==> config.mk <==
export PLATFORM = sky130hd
export DESIGN_NAME = fetch_sequencer
export DESIGN_NICKNAME = d
export VERILOG_FILES = /design/src/rtl/cpu_pkg.sv /design/src/rtl/branch_unit.sv /design/src/rtl/fetch_sequencer.sv
export SDC_FILE = /design/constraint.sdc
export NUM_CORES = 1
export LEC_CHECK = 0
export BUFFER_PORTS_ARGS = -buffer_cell sky130_fd_sc_hd__buf_2
export CAP_MARGIN = 25
export CORE_MARGIN = 1.5
export CORE_UTILIZATION = 25
export CTS_CLUSTER_DIAMETER = 30
export CTS_CLUSTER_SIZE = 14
export DETAILED_ROUTE_END_ITERATION = 10
export PLACE_DENSITY = 0.5
export RECOVER_POWER = 25
export SLEW_MARGIN = 20
export SYNTH_ARGS = -nofsm -noshare
export SYNTH_HDL_FRONTEND = slang
export SYNTH_SLANG_ARGS = --single-unit
==> constraint.sdc <==
create_clock -name clk -period 1.9 [get_ports clk]
set_input_delay 0.285 -clock clk [delete_from_list [all_inputs] [get_ports clk]]
set_output_delay 0.285 -clock clk [all_outputs]
set_load 0.01 [all_outputs]
==> src/rtl/cpu_pkg.sv <==
// Shared types and opcode map for the 4-bit CPU front end.
package cpu_pkg;

    typedef enum logic [2:0] {
        BOOT   = 3'd0,
        FETCH  = 3'd1,
        DECODE = 3'd2,
        TARGET = 3'd3,
        EXEC   = 3'd4
    } state_t;

    localparam logic [3:0] OP_JC  = 4'h0;
    localparam logic [3:0] OP_JNC = 4'h1;
    localparam logic [3:0] OP_JZ  = 4'h2;
    localparam logic [3:0] OP_JNZ = 4'h3;
    localparam logic [3:0] OP_J   = 4'h4;

    function automatic logic is_jump(input logic [3:0] op);
        return (op == OP_JC) || (op == OP_JNC) || (op == OP_JZ) ||
               (op == OP_JNZ) || (op == OP_J);
    endfunction

endpackage

==> src/rtl/branch_unit.sv <==
// Jump condition resolution against the ALU flags; non-jump opcodes never take.
module branch_unit
    import cpu_pkg::*;
(
    input  logic [3:0] instr,
    input  logic       carry,
    input  logic       zero,
    output logic       take
);

    always_comb begin
        take = 1'b0;
        case (instr)
            OP_JC:   take = carry;
            OP_JNC:  take = ~carry;
            OP_JZ:   take = zero;
            OP_JNZ:  take = ~zero;
            OP_J:    take = 1'b1;
            default: take = 1'b0;
        endcase
    end

endmodule

==> src/rtl/fetch_sequencer.sv <==
// Front-end sequencer: owns the program counter and sequences fetch/decode/target/exec.
//  state  | meaning
//  BOOT   | first cycle out of reset, all strobes low
//  FETCH  | Fetch register captures ROM[pc], pc advances
//  DECODE | opcode inspected, jumps go fetch their second byte
//  TARGET | second jump byte latched into tgt_lo, pc advances
//  EXEC   | execute strobe; taken jumps load {operand, tgt_lo}
module fetch_sequencer
    import cpu_pkg::*;
#(
    parameter int                ADDR_W       = 12,
    parameter logic [ADDR_W-1:0] RESET_VECTOR = '0
) (
    input  logic              clk,
    input  logic              reset,
    input  logic [7:0]        program_byte,
    input  logic [3:0]        instr,
    input  logic [3:0]        operand,
    input  logic              carry,
    input  logic              zero,
    input  logic              stall,
    output logic [ADDR_W-1:0] address,
    output logic              phase,
    output logic              exec_en,
    output logic              branch_taken
);

    state_t            r_state;
    logic [ADDR_W-1:0] r_pc;
    logic [7:0]        r_tgt_lo;
    logic              w_take;
    logic [ADDR_W-1:0] w_target;

    branch_unit u_branch (
        .instr (instr),
        .carry (carry),
        .zero  (zero),
        .take  (w_take)
    );

    assign w_target = ADDR_W'({operand, r_tgt_lo});

    always_ff @(posedge clk or negedge reset) begin
        if (!reset) begin
            r_state  <= BOOT;
            r_pc     <= RESET_VECTOR;
            r_tgt_lo <= '0;
        end else if (!stall) begin
            case (r_state)
                BOOT: r_state <= FETCH;
                FETCH: begin
                    r_pc    <= r_pc + ADDR_W'(1);
                    r_state <= DECODE;
                end
                DECODE: r_state <= is_jump(instr) ? TARGET : EXEC;
                TARGET: begin
                    r_tgt_lo <= program_byte;
                    r_pc     <= r_pc + ADDR_W'(1);
                    r_state  <= EXEC;
                end
                EXEC: begin
                    if (w_take) r_pc <= w_target;
                    r_state <= FETCH;
                end
                default: r_state <= BOOT;
            endcase
        end
    end

    // Strobes decode straight from state so a stall or reset kills them in the same cycle.
    assign address      = r_pc;
    assign phase        = (r_state == FETCH) && !stall;
    assign exec_en      = (r_state == EXEC) && !stall;
    assign branch_taken = (r_state == EXEC) && !stall && w_take;

endmodule

==> results.md, run 1 <==
- Summing the sequential cell areas from Yosys gives 42.2% of the chip area.
- In the global route stage, overall resource usage came out at 13.7%.
- The first-pass iteration count of the detailed router is 4.
- The floorplan has 26 rows.
- On the critical path the largest part of the delay comes from simple AND/OR/NAND/NOR gates.
- The slew of the pin with the lowest slew margin is 1300 ps.
- Clock latency on the worst-skew pair, taken at its later pin, is 270 ps.
- The final wirelength is between 3 and 4 mm.
- Setup slack on the critical path of the routed design comes to -44.2 ps.
- The number of DRC violations after detailed routing is 0.
- In this run the critical register-to-register path is captured at address[9].
- The post-synth net total is 166.
- The critical path runs through a total of 4 cells.
- The clock-pin transition on the worst setup and hold timing paths is 90 ps.
- Counting flops with an async set or reset pin after synthesis yields a share of 100%.
- The count of pins over their slew limit is 0.
- For the worst setup path, the data required time is between 1500 and 2000 ps.
- The share of the core filled with cells is around 36%.
- Setup repair after global routing could not meet its margin everywhere.
- The tightest min-delay check is of the in -> reg type.
- The max-capacitance violation count is 0.
- The run finished, with violations left.
- Across the VDD grid, the largest voltage drop is 694 uV.
- CTS built an H-tree with a depth of 1.
- The slowest stage of the critical path is the sky130_fd_sc_hd__or3b_4 cell.
- The maximum number of pins on one net before global-route repair is 24.
- The CTS buffer count is 3.
- The most critical setup path has its endpoint at branch_taken.
- The initial antenna violation count was 0.
- Dividing the detail-routed via count by the number of cells gives 4.97.
- The type of the worst setup path is reg -> out.
- The number of global-route vias before repair is 1385.
- The post-synth design cell area is 1360 sq um.
- The die is 76.8 microns wide.
- Counting cells, the worst reg-to-reg path comes to 5.
- The synthesized design contains 23 register bits.
- The longest clock path from root to sink contains 2 buffers.
- For this design the static power due to leakage is 0.000807 uW.
- The final-report hold violation count is 0.
- The worst pin sits at a relative slew slack of about 13%.
- The internal power of the cells is 1470 uW.
- The number of nets still failing antenna checks after routing is 0.
- Pin placement for this block handled 36 I/O pins.
- 0 antenna diodes ended up in the layout.
- On the worst path, the slowest cell contributes a delay of 400 ps.
- The final worst-path cycle share is 102%.
- In this run the worst setup path begins at r_state[0].
- During placement, the flow inserted port buffers numbering 35.
- The HPWL reported at the end of detailed placement is 2.67 mm.
- The synthesis-to-finish area growth is 35.0%.
- The overall via count from detail_route is roughly 1300.
- In this run the power spent charging and discharging nets is 1010 uW.
- Data arrives at the worst endpoint at 1660 ps.
- Walking the worst path, the cells encountered are or3b_4 > a311o_2 > nor2_4 > buf_6.
- The region available for standard cell placement spans slightly above 5000 sq um.
- The power share of the combinational group is 50.3%.
- The master cell of the clock root buffer is sky130_fd_sc_hd__clkbuf_8.
- The DRC violation total after the first TritonRoute iteration is 58.
- The flop-to-flop setup slack is -30 ps.
- In this run the vertical extent of the chip is 76.8 microns.
- The category of the worst setup path capture point is an output port.
- The most used flip-flop cell after synthesis is sky130_fd_sc_hd__dfrtp_1.
- The register share of total power is 37.1%.
- The fraction of final layout cells with drive strength greater than 1 is 41.6%.
- In this run the worst path has a maximum fanout of 3.
- The final-layout setup total negative slack is -73.4 ps.
- For this run, the number of Yosys warnings is 0.
- After detailed placement, the total cell area comes to around 1700 sq um.
- After synthesis, the mean cell area works out to 9.46 sq um.
- TritonCTS built the clock tree.
- Counting flops with a built-in enable in the synthesized netlist gives 0.
- The number of unique standard cell types used by synthesis is 41.
- The die outline area is 5900 sq um.
- Of the total power, the share spent switching nets is 40.7%.
- The global-route congestion overflow total is 0.
- Clock tree synthesis found a total of 23 sinks.
- The net count of the finished layout is 213.
- Timing analysis after detailed placement gives a worst setup slack of -49.1 ps.
- The largest clock skew in the final design is 5.45 ps.
- The clock network burns 12.7% of the power.
- The time the worst path needs with I/O delays and setup is 1940 ps.
- The global-route wire length before repair is 6.51 mm.
- The effective utilization at floorplan is a little over a quarter.
- After filler insertion, the fill cell instance count of the layout stands at 540.
- The placer congestion estimate is 0.760.
- The launch point of the worst reg-to-reg path is r_state[0].
- The checks that failed: negative setup slack.
- Final hold analysis gives a worst-case slack of 242 ps.
- The number of standard cells after synthesis is 144.
- The final setup violation count is 2.
- Dividing the detail-routed wire length by the instance count gives 14.7 microns.
- The count of hold-fix buffers inserted at cts is 0.
- Based on the critical path, the design can be clocked at up to about 510 MHz.
- The launching element type of the critical path is a flip-flop.
- The number of buffers and inverters on the critical path is 1.
- After routing the design area is 1840 sq um.
- The power density over the cells is 1350 nW/um^2.
==> logic make-up after synthesis <==
group,synth area share (%)
xor gates and xnor gates,0.643
adders and majority gates,0.918
muxes,7.44
AOI/OAI and AO/OA,23.8
buffers and inverters,5.33
DFF,42.2
and+or+nand+nor,19.7
==> timing repair <==
action	4_1_cts	5_1_grt
buffers inserted	1	1
endpoints found under the setup margin	8	13
gates resized for setup	4	12
gates cloned	0	1
pin swaps	3	9
==> metrics by stage <==
| stage | cells | power (uW) |
|---|---|---|
| floorplan | 144 | 1630 |
| global placement | 253 | 2070 |
| detailed placement | 253 | 2080 |
| CTS | 258 | 2430 |
| global route | 260 | 2690 |
| finish | 260 | 2470 |
==> Yosys cell counts (all sizes together) (2+ instances only) <==
cell type / count / share of area, %
a211oi: 3 / 1.7
a221o: 2 / 1.5
a221oi: 5 / 3.7
a2bb2oi: 3 / 1.9
a31oi: 5 / 2.3
and2: 2 / 0.92
and3: 4 / 1.8
buf: 5 / 2.6
clkbuf: 8 / 2.2
dfrtp: 23 / 42
inv: 2 / 0.55
mux2: 9 / 7.4
nand2: 14 / 3.9
nand2b: 3 / 1.4
nand3: 6 / 2.2
nand3b: 2 / 1.1
nand4: 2 / 0.92
nor2: 16 / 4.4
nor3: 2 / 0.73
o21ai: 4 / 1.5
o22a: 5 / 3.2
o22ai: 3 / 1.4
==> layout make-up <==
class	count	area, sq um	area share [%]
Clock inverter	1	5.00	0.272
Clock buffer	3	41.3	2.24
Tap cell	70	87.6	4.76
Multi-Input combinational cell	106	787	42.8
Inverter	2	7.51	0.408
Sequential cell	23	576	31.3
Timing Repair Buffer	55	335	18.2
==> layer usage <==
layer / vias up / routed length [microns] / GRT usage (%)
met5: - / 0 / 0
met3: 4 / 191 / 3.45
li1: 636 / - / -
met4: 0 / 36 / 3.52
met2: 36 / 1830 / 22.9
met1: 615 / 1750 / 17.5
==> sequential cells by signal, summed over array words and instances (netlist names) <==
| register | cells |
|---|---|
| r_tgt_lo | 8 |
| address | 12 |
| r_state | 3 |
==> how the worst min path moves through the flow <==
stage,startpoint,endpoint,slack [ps],cells past startpoint
after detailed placement,reset,r_state[1],300,1
final,program_byte[7],r_tgt_lo[7],240,2
after global placement,reset,r_state[1],310,1
after global routing,program_byte[7],r_tgt_lo[7],240,2
after floorplan,reset,address[0],-10,0
after CTS,reset,r_state[1],2,1
==> power by group through the flow <==
| stage | logic [uW] | clock network, uW | registers (uW) |
|---|---|---|---|
| floorplan | 674 | 0 | 952 |
| global placement | 1160 | 0 | 915 |
| detailed placement | 1160 | 0 | 920 |
| CTS | 1180 | 334 | 912 |
| global route | 1380 | 347 | 958 |
| finish | 1240 | 313 | 917 |
==> placed cells by master, fill, tap and decap left out, drive strengths merged, types with 2 or more instances in the layout <==
cell	instances
a211oi	3
a221o	2
a221oi	5
a2bb2oi	3
a31oi	5
and2	2
and3	4
buf	54
clkbuf	4
dfrtp	23
inv	2
mux2	9
nand2	14
nand2b	3
nand3	6
nand3b	2
nand4	2
nor2	16
nor3	2
o21ai	4
o22a	5
o22ai	3
No activity file was read; power rests on OpenSTA's default activity.
==> run 2: changes to the inputs <==
--- a/config.mk
+++ b/config.mk
@@ -7,12 +7,15 @@
 export LEC_CHECK = 0
 export BUFFER_PORTS_ARGS = -buffer_cell sky130_fd_sc_hd__buf_2
 export CAP_MARGIN = 25
-export CORE_MARGIN = 1.5
+export CELL_PAD_IN_SITES_DETAIL_PLACEMENT = 1
+export CELL_PAD_IN_SITES_GLOBAL_PLACEMENT = 1
+export CORE_MARGIN = 2
 export CORE_UTILIZATION = 25
 export CTS_CLUSTER_DIAMETER = 30
 export CTS_CLUSTER_SIZE = 14
 export DETAILED_ROUTE_END_ITERATION = 10
-export PLACE_DENSITY = 0.5
+export HOLD_SLACK_MARGIN = 0.15
+export PLACE_DENSITY = 0.62
 export RECOVER_POWER = 25
 export SLEW_MARGIN = 20
 export SYNTH_ARGS = -nofsm -noshare
==> results.md, run 2 (synthesized netlist as in run 1, its figures left out) <==
- The flow ran to the end, but the final reports show violations.
- The final reports fail on negative setup slack.
- The worst setup path is launched from a flip-flop.
- The type of the worst setup path is reg -> reg.
- The number of global-route vias before repair came to 1471 (+6.2%).
- The worst IR drop on VDD is 403 uV (-42%).
- The relative slew slack came to 59.1% (+46 points).
- The number of port buffers is 35 (unchanged).
- The total number of H-tree levels was 1 (unchanged).
- The library cells used most frequently in the layout, excluding fill and tap cells, are 33 x sky130_fd_sc_hd__buf_2, 23 x sky130_fd_sc_hd__dfrtp_1, 15 x sky130_fd_sc_hd__nor2_1, 15 x sky130_fd_sc_hd__buf_4, 14 x sky130_fd_sc_hd__nand2_1.
- The number of placed I/O pins is 36 (unchanged).
- The global-route congestion overflow total is 0 (unchanged).
- The final wirelength is 4.23 mm (+11%).
- The number of buffers and inverters on the critical path came to 1 (unchanged).
- The count of pins over their slew limit was 0 (unchanged).
- The cell at the slowest stage of the critical path is sky130_fd_sc_hd__or3b_4.
- The final worst-path cycle share is 103% (+1.1 points).
- The final-layout setup total negative slack came to -153 ps (-79.4 ps).
- The standard-cell row count is 26 (unchanged).
- On the critical path the largest part of the delay comes from compound AO/OA/AOI/OAI gates.
- The final-report hold violation count is 0 (unchanged).
- The arrival time reported for the critical path endpoint is 2130 ps (+470 ps).
- The flop-to-flop setup slack is -60 ps (-30 ps).
- The global-route wire length before repair is 7.15 mm (+9.7%).
- The final setup violation count is 5 (+3).
- The DRC violation total after the first TritonRoute iteration is 66 (+14%).
- Setup repair after global routing could not meet its margin everywhere.
- The largest clock skew in the final design is 1.33 ps (-4.12 ps).
- The placer congestion estimate is 0.771 (+1.5%).
- The first-pass iteration count of the detailed router is 4 (unchanged).
- The largest fanout on the critical path came to 9 (+6).
- The clock-pin transition on the worst setup and hold timing paths is 90 ps (about the same).
- The number of nets still failing antenna checks after routing was 0 (unchanged).
- The die outline area is 6060 sq um (+2.6%).
- In this run the clock root is driven by a sky130_fd_sc_hd__clkbuf_8.
- The layout filler cell count was 628 (+16%).
- The number of flip-flops under the largest register name is 12 (unchanged).
- TritonCTS built the clock tree.
- The maximum number of pins on one net before global-route repair is 24 (unchanged).
- The number of DRC violations after detailed routing came to 0 (unchanged).
- The final net count is 211 (-0.94%).
- The routed length per placed instance is 16.4 microns (+12%).
- The CTS buffer count is 3 (unchanged).
- The power density over the cells was 1360 nW/um^2 (+1.3%).
- The time the worst path needs with I/O delays and setup is 1960 ps (+20.3 ps).
- The setup slack after layout came to -64.6 ps (-20.3 ps).
- The standard cell core area was 5170 sq um (unchanged).
- The tightest min-delay check is of the in -> reg type.
- The floorplan die height was 77.8 microns (+1.3%).
- The HPWL reported at the end of detailed placement was 3.06 mm (+15%).
- The fraction of final layout cells with drive strength greater than 1 is 40.4% (-1.2 points).
- The slew of the pin with the lowest slew margin was 613 ps (-684 ps).
- The overall via count from detail_route is 1342 (+4.0%).
- The effective utilization at floorplan is 26.3% (unchanged).
- The worst stage delay on the critical path is 400 ps (about the same).
- The TritonCTS sink count is 23 (unchanged).
- The number of antenna repair diodes came to 0 (unchanged).
- The initial antenna violation count came to 0 (unchanged).
- The number of vias per cell came to 5.20 (+4.8%).
- The overall track demand over capacity in global routing is 14.8% (+1.1 points).
- The buffer depth of the longest clock path came to 2 (unchanged).
- The worst hold path terminates at r_tgt_lo[2].
- The library cell used most frequently in the layout, excluding fill and tap cells, is sky130_fd_sc_hd__buf_2.
- The worst-skew pair later-pin latency came to 270 ps (about the same).
- The synthesis-to-finish area growth is 32.9%.
- The x dimension of the die was 77.8 microns (+1.3%).
- STA classifies the critical path endpoint as a flip-flop.
- The signal on the critical path passes through or3b_4 > a311o_2 > buf_6 > a221o_1 > a22o_1.
- The endpoint of the lowest-slack register-to-register path is address[9].
- The worst hold path stage count is 2 (unchanged).
- The worst path required time is 2070 ps (+450 ps).
- The launch point of the worst reg-to-reg path is r_state[0].
- The leakage dissipation is 0.000780 uW (-3.3%).
- The share of the core filled with cells came to 35.0% (-0.56 points).
- The maximum clock frequency is 509 MHz (-1.0%).
- The origin of the worst min-delay path is program_byte[2].
- The count of cells along the worst register-to-register path is 5 (unchanged).
- The max-capacitance violation count is 0 (unchanged).
run 2: worst max-delay path by stage:
stage / from / endpoint / slack (ps) / cells after the start
final: r_state[0] / address[9] / -60 / 5
after global routing: r_state[0] / address[1] / -130 / 5
after CTS: r_state[0] / address[9] / -110 / 5
after detailed placement: instr[1] / address[3] / -100 / 6
after global placement: instr[1] / address[0] / -20 / 6
after floorplan: r_state[0] / address[10] / -60 / 7
run 2: final cells by class:
cell class | instances | area, sq um | area share [%]
clock buffers | 3 | 41.3 | 2.28
inverters | 2 | 7.51 | 0.415
clock inverters | 1 | 5.00 | 0.276
well taps | 70 | 87.6 | 4.84
flip-flops and latches | 23 | 576 | 31.8
repair buffers | 53 | 335 | 18.5
multi-input cells | 106 | 758 | 41.9
run 2: metrics by stage:
step / worst slack [ps] / hold WS (ps) / total power [uW] / instance area [sq um] / std cells
after floorplan: -60.7 / -10.6 / 1630 / 1370 / 144
after global placement: -23.3 / 305 / 2060 / 1700 / 252
after detailed placement: -96.4 / 313 / 2120 / 1700 / 252
after CTS: -109 / 234 / 2490 / 1800 / 258
after global routing: -128 / 234 / 2680 / 1810 / 258
final: -64.6 / 239 / 2470 / 1810 / 258
run 2: metal layers:
metal,vias to the layer above,track usage [%],routed length [microns],part of all wire (%)
met5,-,0,0,0
met1,669,17.5,1890,45
met2,32,26.6,2090,50
met4,0,5.89,87,2.1
li1,634,-,-,-
met3,7,2.09,154,3.6
run 2: what timing repair did:
item | CTS | global route
buffers inserted | 1 | 0
pin swaps | 2 | 3
resized for setup | 9 | 2
endpoints found under the setup margin | 8 | 13
hold endpoints to repair | 23 | 0
hold buffers | 1 | 0
run 2: power breakdown:
part | internal [uW] | total, uW | switching (uW) | leakage, uW
combinational | 589 | 1230 | 641 | 0.000475
clock | 147 | 318 | 171 | 0.0000255
sequential | 721 | 920 | 199 | 0.000279
total | 1460 | 2470 | 1010 | 0.000780
==> run 3: changes to the inputs <==
--- a/config.mk
+++ b/config.mk
@@ -9,13 +9,12 @@
 export CAP_MARGIN = 25
 export CELL_PAD_IN_SITES_DETAIL_PLACEMENT = 1
 export CELL_PAD_IN_SITES_GLOBAL_PLACEMENT = 1
-export CORE_MARGIN = 2
 export CORE_UTILIZATION = 25
 export CTS_CLUSTER_DIAMETER = 30
 export CTS_CLUSTER_SIZE = 14
 export DETAILED_ROUTE_END_ITERATION = 10
 export HOLD_SLACK_MARGIN = 0.15
-export PLACE_DENSITY = 0.62
+export PLACE_DENSITY_LB_ADDON = 0.1
 export RECOVER_POWER = 25
 export SLEW_MARGIN = 20
 export SYNTH_ARGS = -nofsm -noshare
==> constraint.sdc (replaced) <==
create_clock -name clk -period 2.4 [get_ports clk]
set_input_delay 0.36 -clock clk [delete_from_list [all_inputs] [get_ports clk]]
set_output_delay 0.36 -clock clk [all_outputs]
set_load 0.01 [all_outputs]
==> results.md, run 3 (synthesized netlist as in run 1, its figures left out) <==
- The x dimension of the die was 75.8 microns (-2.6%).
- The critical path is of the reg -> out type.
- The total number of H-tree levels is 1 (unchanged).
- The placer congestion estimate is 0.744 (-3.5%).
- The launching element type of the critical path is a flip-flop.
- The master cell of the clock root buffer is sky130_fd_sc_hd__clkbuf_8.
- The final-layout setup total negative slack is 0 ps (+153 ps).
- The clock-pin transition on the worst setup and hold timing paths is 90 ps (about the same).
- The layout filler cell count is 622 (-0.96%).
- The setup slack after layout is 114 ps (+179 ps).
- The number of flip-flops under the largest register name is 12 (unchanged).
- The number of DRC violations after detailed routing was 0 (unchanged).
- The worst setup slack before clock tree synthesis came to 248 ps (+345 ps).
- The number of placed I/O pins was 36 (unchanged).
- The number of vias per cell is 5.19 (-0.31%).
- The slew of the pin with the lowest slew margin is 1370 ps (+753 ps).
- The die outline area was 5750 sq um (-5.1%).
- Leaving out fill and tap cells, the most frequent cell in the layout is sky130_fd_sc_hd__buf_2.
- The effective utilization at floorplan is 26.3% (unchanged).
- The worst setup path is captured at an output port.
- The largest clock skew in the final design is 5.50 ps (+4.17 ps).
- The buffer depth of the longest clock path is 2 (unchanged).
- Leaving out fill and tap cells, the most frequent cells in the layout are 33 x sky130_fd_sc_hd__buf_2, 23 x sky130_fd_sc_hd__dfrtp_1, 15 x sky130_fd_sc_hd__nor2_1.
- The number of nets still failing antenna checks after routing is 0 (unchanged).
- The overall track demand over capacity in global routing is 16.0% (+1.2 points).
- Based on the critical path, the design can be clocked at up to approximately 440 MHz.
- The standard-cell row count is 26 (unchanged).
- The CTS buffer count was 3 (unchanged).
- The fraction of final layout cells with drive strength greater than 1 is 30.9% (-9.5 points).
- The floorplan die height is 75.8 microns (-2.6%).
- The first-pass iteration count of the detailed router is 4 (unchanged).
- The worst-skew pair later-pin latency came to 270 ps (about the same).
- The overall via count from detail_route is 1286 (-4.2%).
- The final setup violation count is 0 (-5).
- The worst path uses 95.2% of the clock period.
- The arrival time reported for the critical path endpoint came to 1930 ps (-200 ps).
- The relative slew slack is 8.94% (-50 points).
- The final net count came to 201 (-4.7%).
- The clock period could shrink to 2290 ps.
- The maximum number of pins on one net before global-route repair is 24 (unchanged).
- The global-route wire length before repair is 6.72 mm (-6.0%).
- The worst IR drop on VDD is 490 uV (+22%).
- The number of global-route vias before repair came to 1349 (-8.3%).
- The leakage dissipation was 0.000708 uW (-9.3%).
- The final wirelength is 4.13 mm (-2.3%).
- The count of pins over their slew limit is 0 (unchanged).
- The initial antenna violation count was 0 (unchanged).
- The synthesis-to-finish area growth is 22.2%.
- The power density over the cells is 1100 nW/um^2 (-19%).
- Setup repair after global routing left no endpoint under its margin.
- The DRC violation total after the first TritonRoute iteration is 37 (-44%).
- The number of antenna repair diodes is 0 (unchanged).
- The final-report hold violation count is 0 (unchanged).
- The HPWL reported at the end of detailed placement was 2.92 mm (-4.7%).
- The largest fanout on the critical path is 12 (+3).
- The routed length per placed instance came to 16.7 microns (+1.6%).
- The post-CTS setup repair buffer count is 0 (-1).
- The tightest min-delay check is of the in -> reg type.
- The run finished with clean final reports.
- The standard cell core area was 5170 sq um (unchanged).
- The max-capacitance violation count is 0 (unchanged).
- The TritonCTS sink count was 23 (unchanged).
- The worst path required time is 2040 ps (-30 ps).
- The number of port buffers is 35 (unchanged).
- The global-route congestion overflow total is 0 (unchanged).
- TritonCTS built the clock tree.
==> run 3: cell count changes in the layout (fill, tap and decap cells not counted), moves of 2 or more <==
cell | before | now
sky130_fd_sc_hd__a211oi_1 | 1 | 3
sky130_fd_sc_hd__buf_4 | 15 | 6
sky130_fd_sc_hd__a221oi_1 | 2 | 4
sky130_fd_sc_hd__a211oi_2 | 2 | 0
sky130_fd_sc_hd__a221oi_2 | 3 | 1
sky130_fd_sc_hd__buf_6 | 2 | 0
sky130_fd_sc_hd__clkbuf_1 | 0 | 4
==> run 3: final cells by class <==
| type | count | area, sq um | area share (%) |
|---|---|---|---|
| repair buffers | 43 | 231 | 13.9 |
| flip-flops and latches | 23 | 576 | 34.6 |
| clock buffers | 4 | 45.0 | 2.70 |
| inverters | 2 | 7.51 | 0.451 |
| well taps | 70 | 87.6 | 5.26 |
| multi-input cells | 106 | 718 | 43.1 |
==> run 3: final timing paths <==
check	startpoint	endpoint	slack [ps]	depth (start not counted)
min	program_byte[3]	r_tgt_lo[3]	310	2
max in group asynchronous	reset	address[0]	680	2
min reg2reg	r_tgt_lo[5]	r_tgt_lo[5]	520	1
max	r_state[2]	branch_taken	110	4
min in group asynchronous	reset	address[9]	920	2
max reg2reg	r_state[2]	address[1]	370	4
==> run 3: worst max-delay path, stage by stage (launching register included) <==
cell and delay, ps:
sky130_fd_sc_hd__dfrtp_1 440, sky130_fd_sc_hd__or3b_1 390, sky130_fd_sc_hd__a311o_2 500, sky130_fd_sc_hd__nor2_2 180, sky130_fd_sc_hd__buf_2 160
==> run 3: routing by layer <==
| layer | share of wire [%] | global-route usage [%] | up-vias |
|---|---|---|---|
| met1 | 47 | 21.0 | 650 |
| met4 | 1.4 | 4.94 | 0 |
| met5 | 0 | 0 | - |
| li1 | - | - | 604 |
| met3 | 3.5 | 2.38 | 5 |
| met2 | 48 | 27.1 | 27 |
==> run 3: repair_timing <==
item                                    in CTS  in global routing
hold buffers                                 1                  0
endpoints found under the hold margin       23                  0
pin swaps                                    0                  0
cloned                                       0                  0
gates resized for setup                      1                  1
endpoints found under the setup margin       1                  1
==> run 3: per-stage QoR <==
step	utilization, %	instance area (sq um)	hold slack (ps)	instances	total power, uW
after detailed placement	31.2	1610	392	243	1610
after global routing	32.2	1670	305	248	2010
after floorplan	-	1360	64.4	144	1280
after CTS	32.3	1670	306	248	1880
final	32.2	1670	310	248	1840
after global placement	31.2	1610	396	243	1580
==> run 3: where the power goes <==
| group | leakage, uW | internal [uW] | switching [uW] |
|---|---|---|---|
| clock network | 0.0000228 | 119 | 137 |
| logic | 0.000406 | 390 | 452 |
| registers | 0.000279 | 571 | 170 |
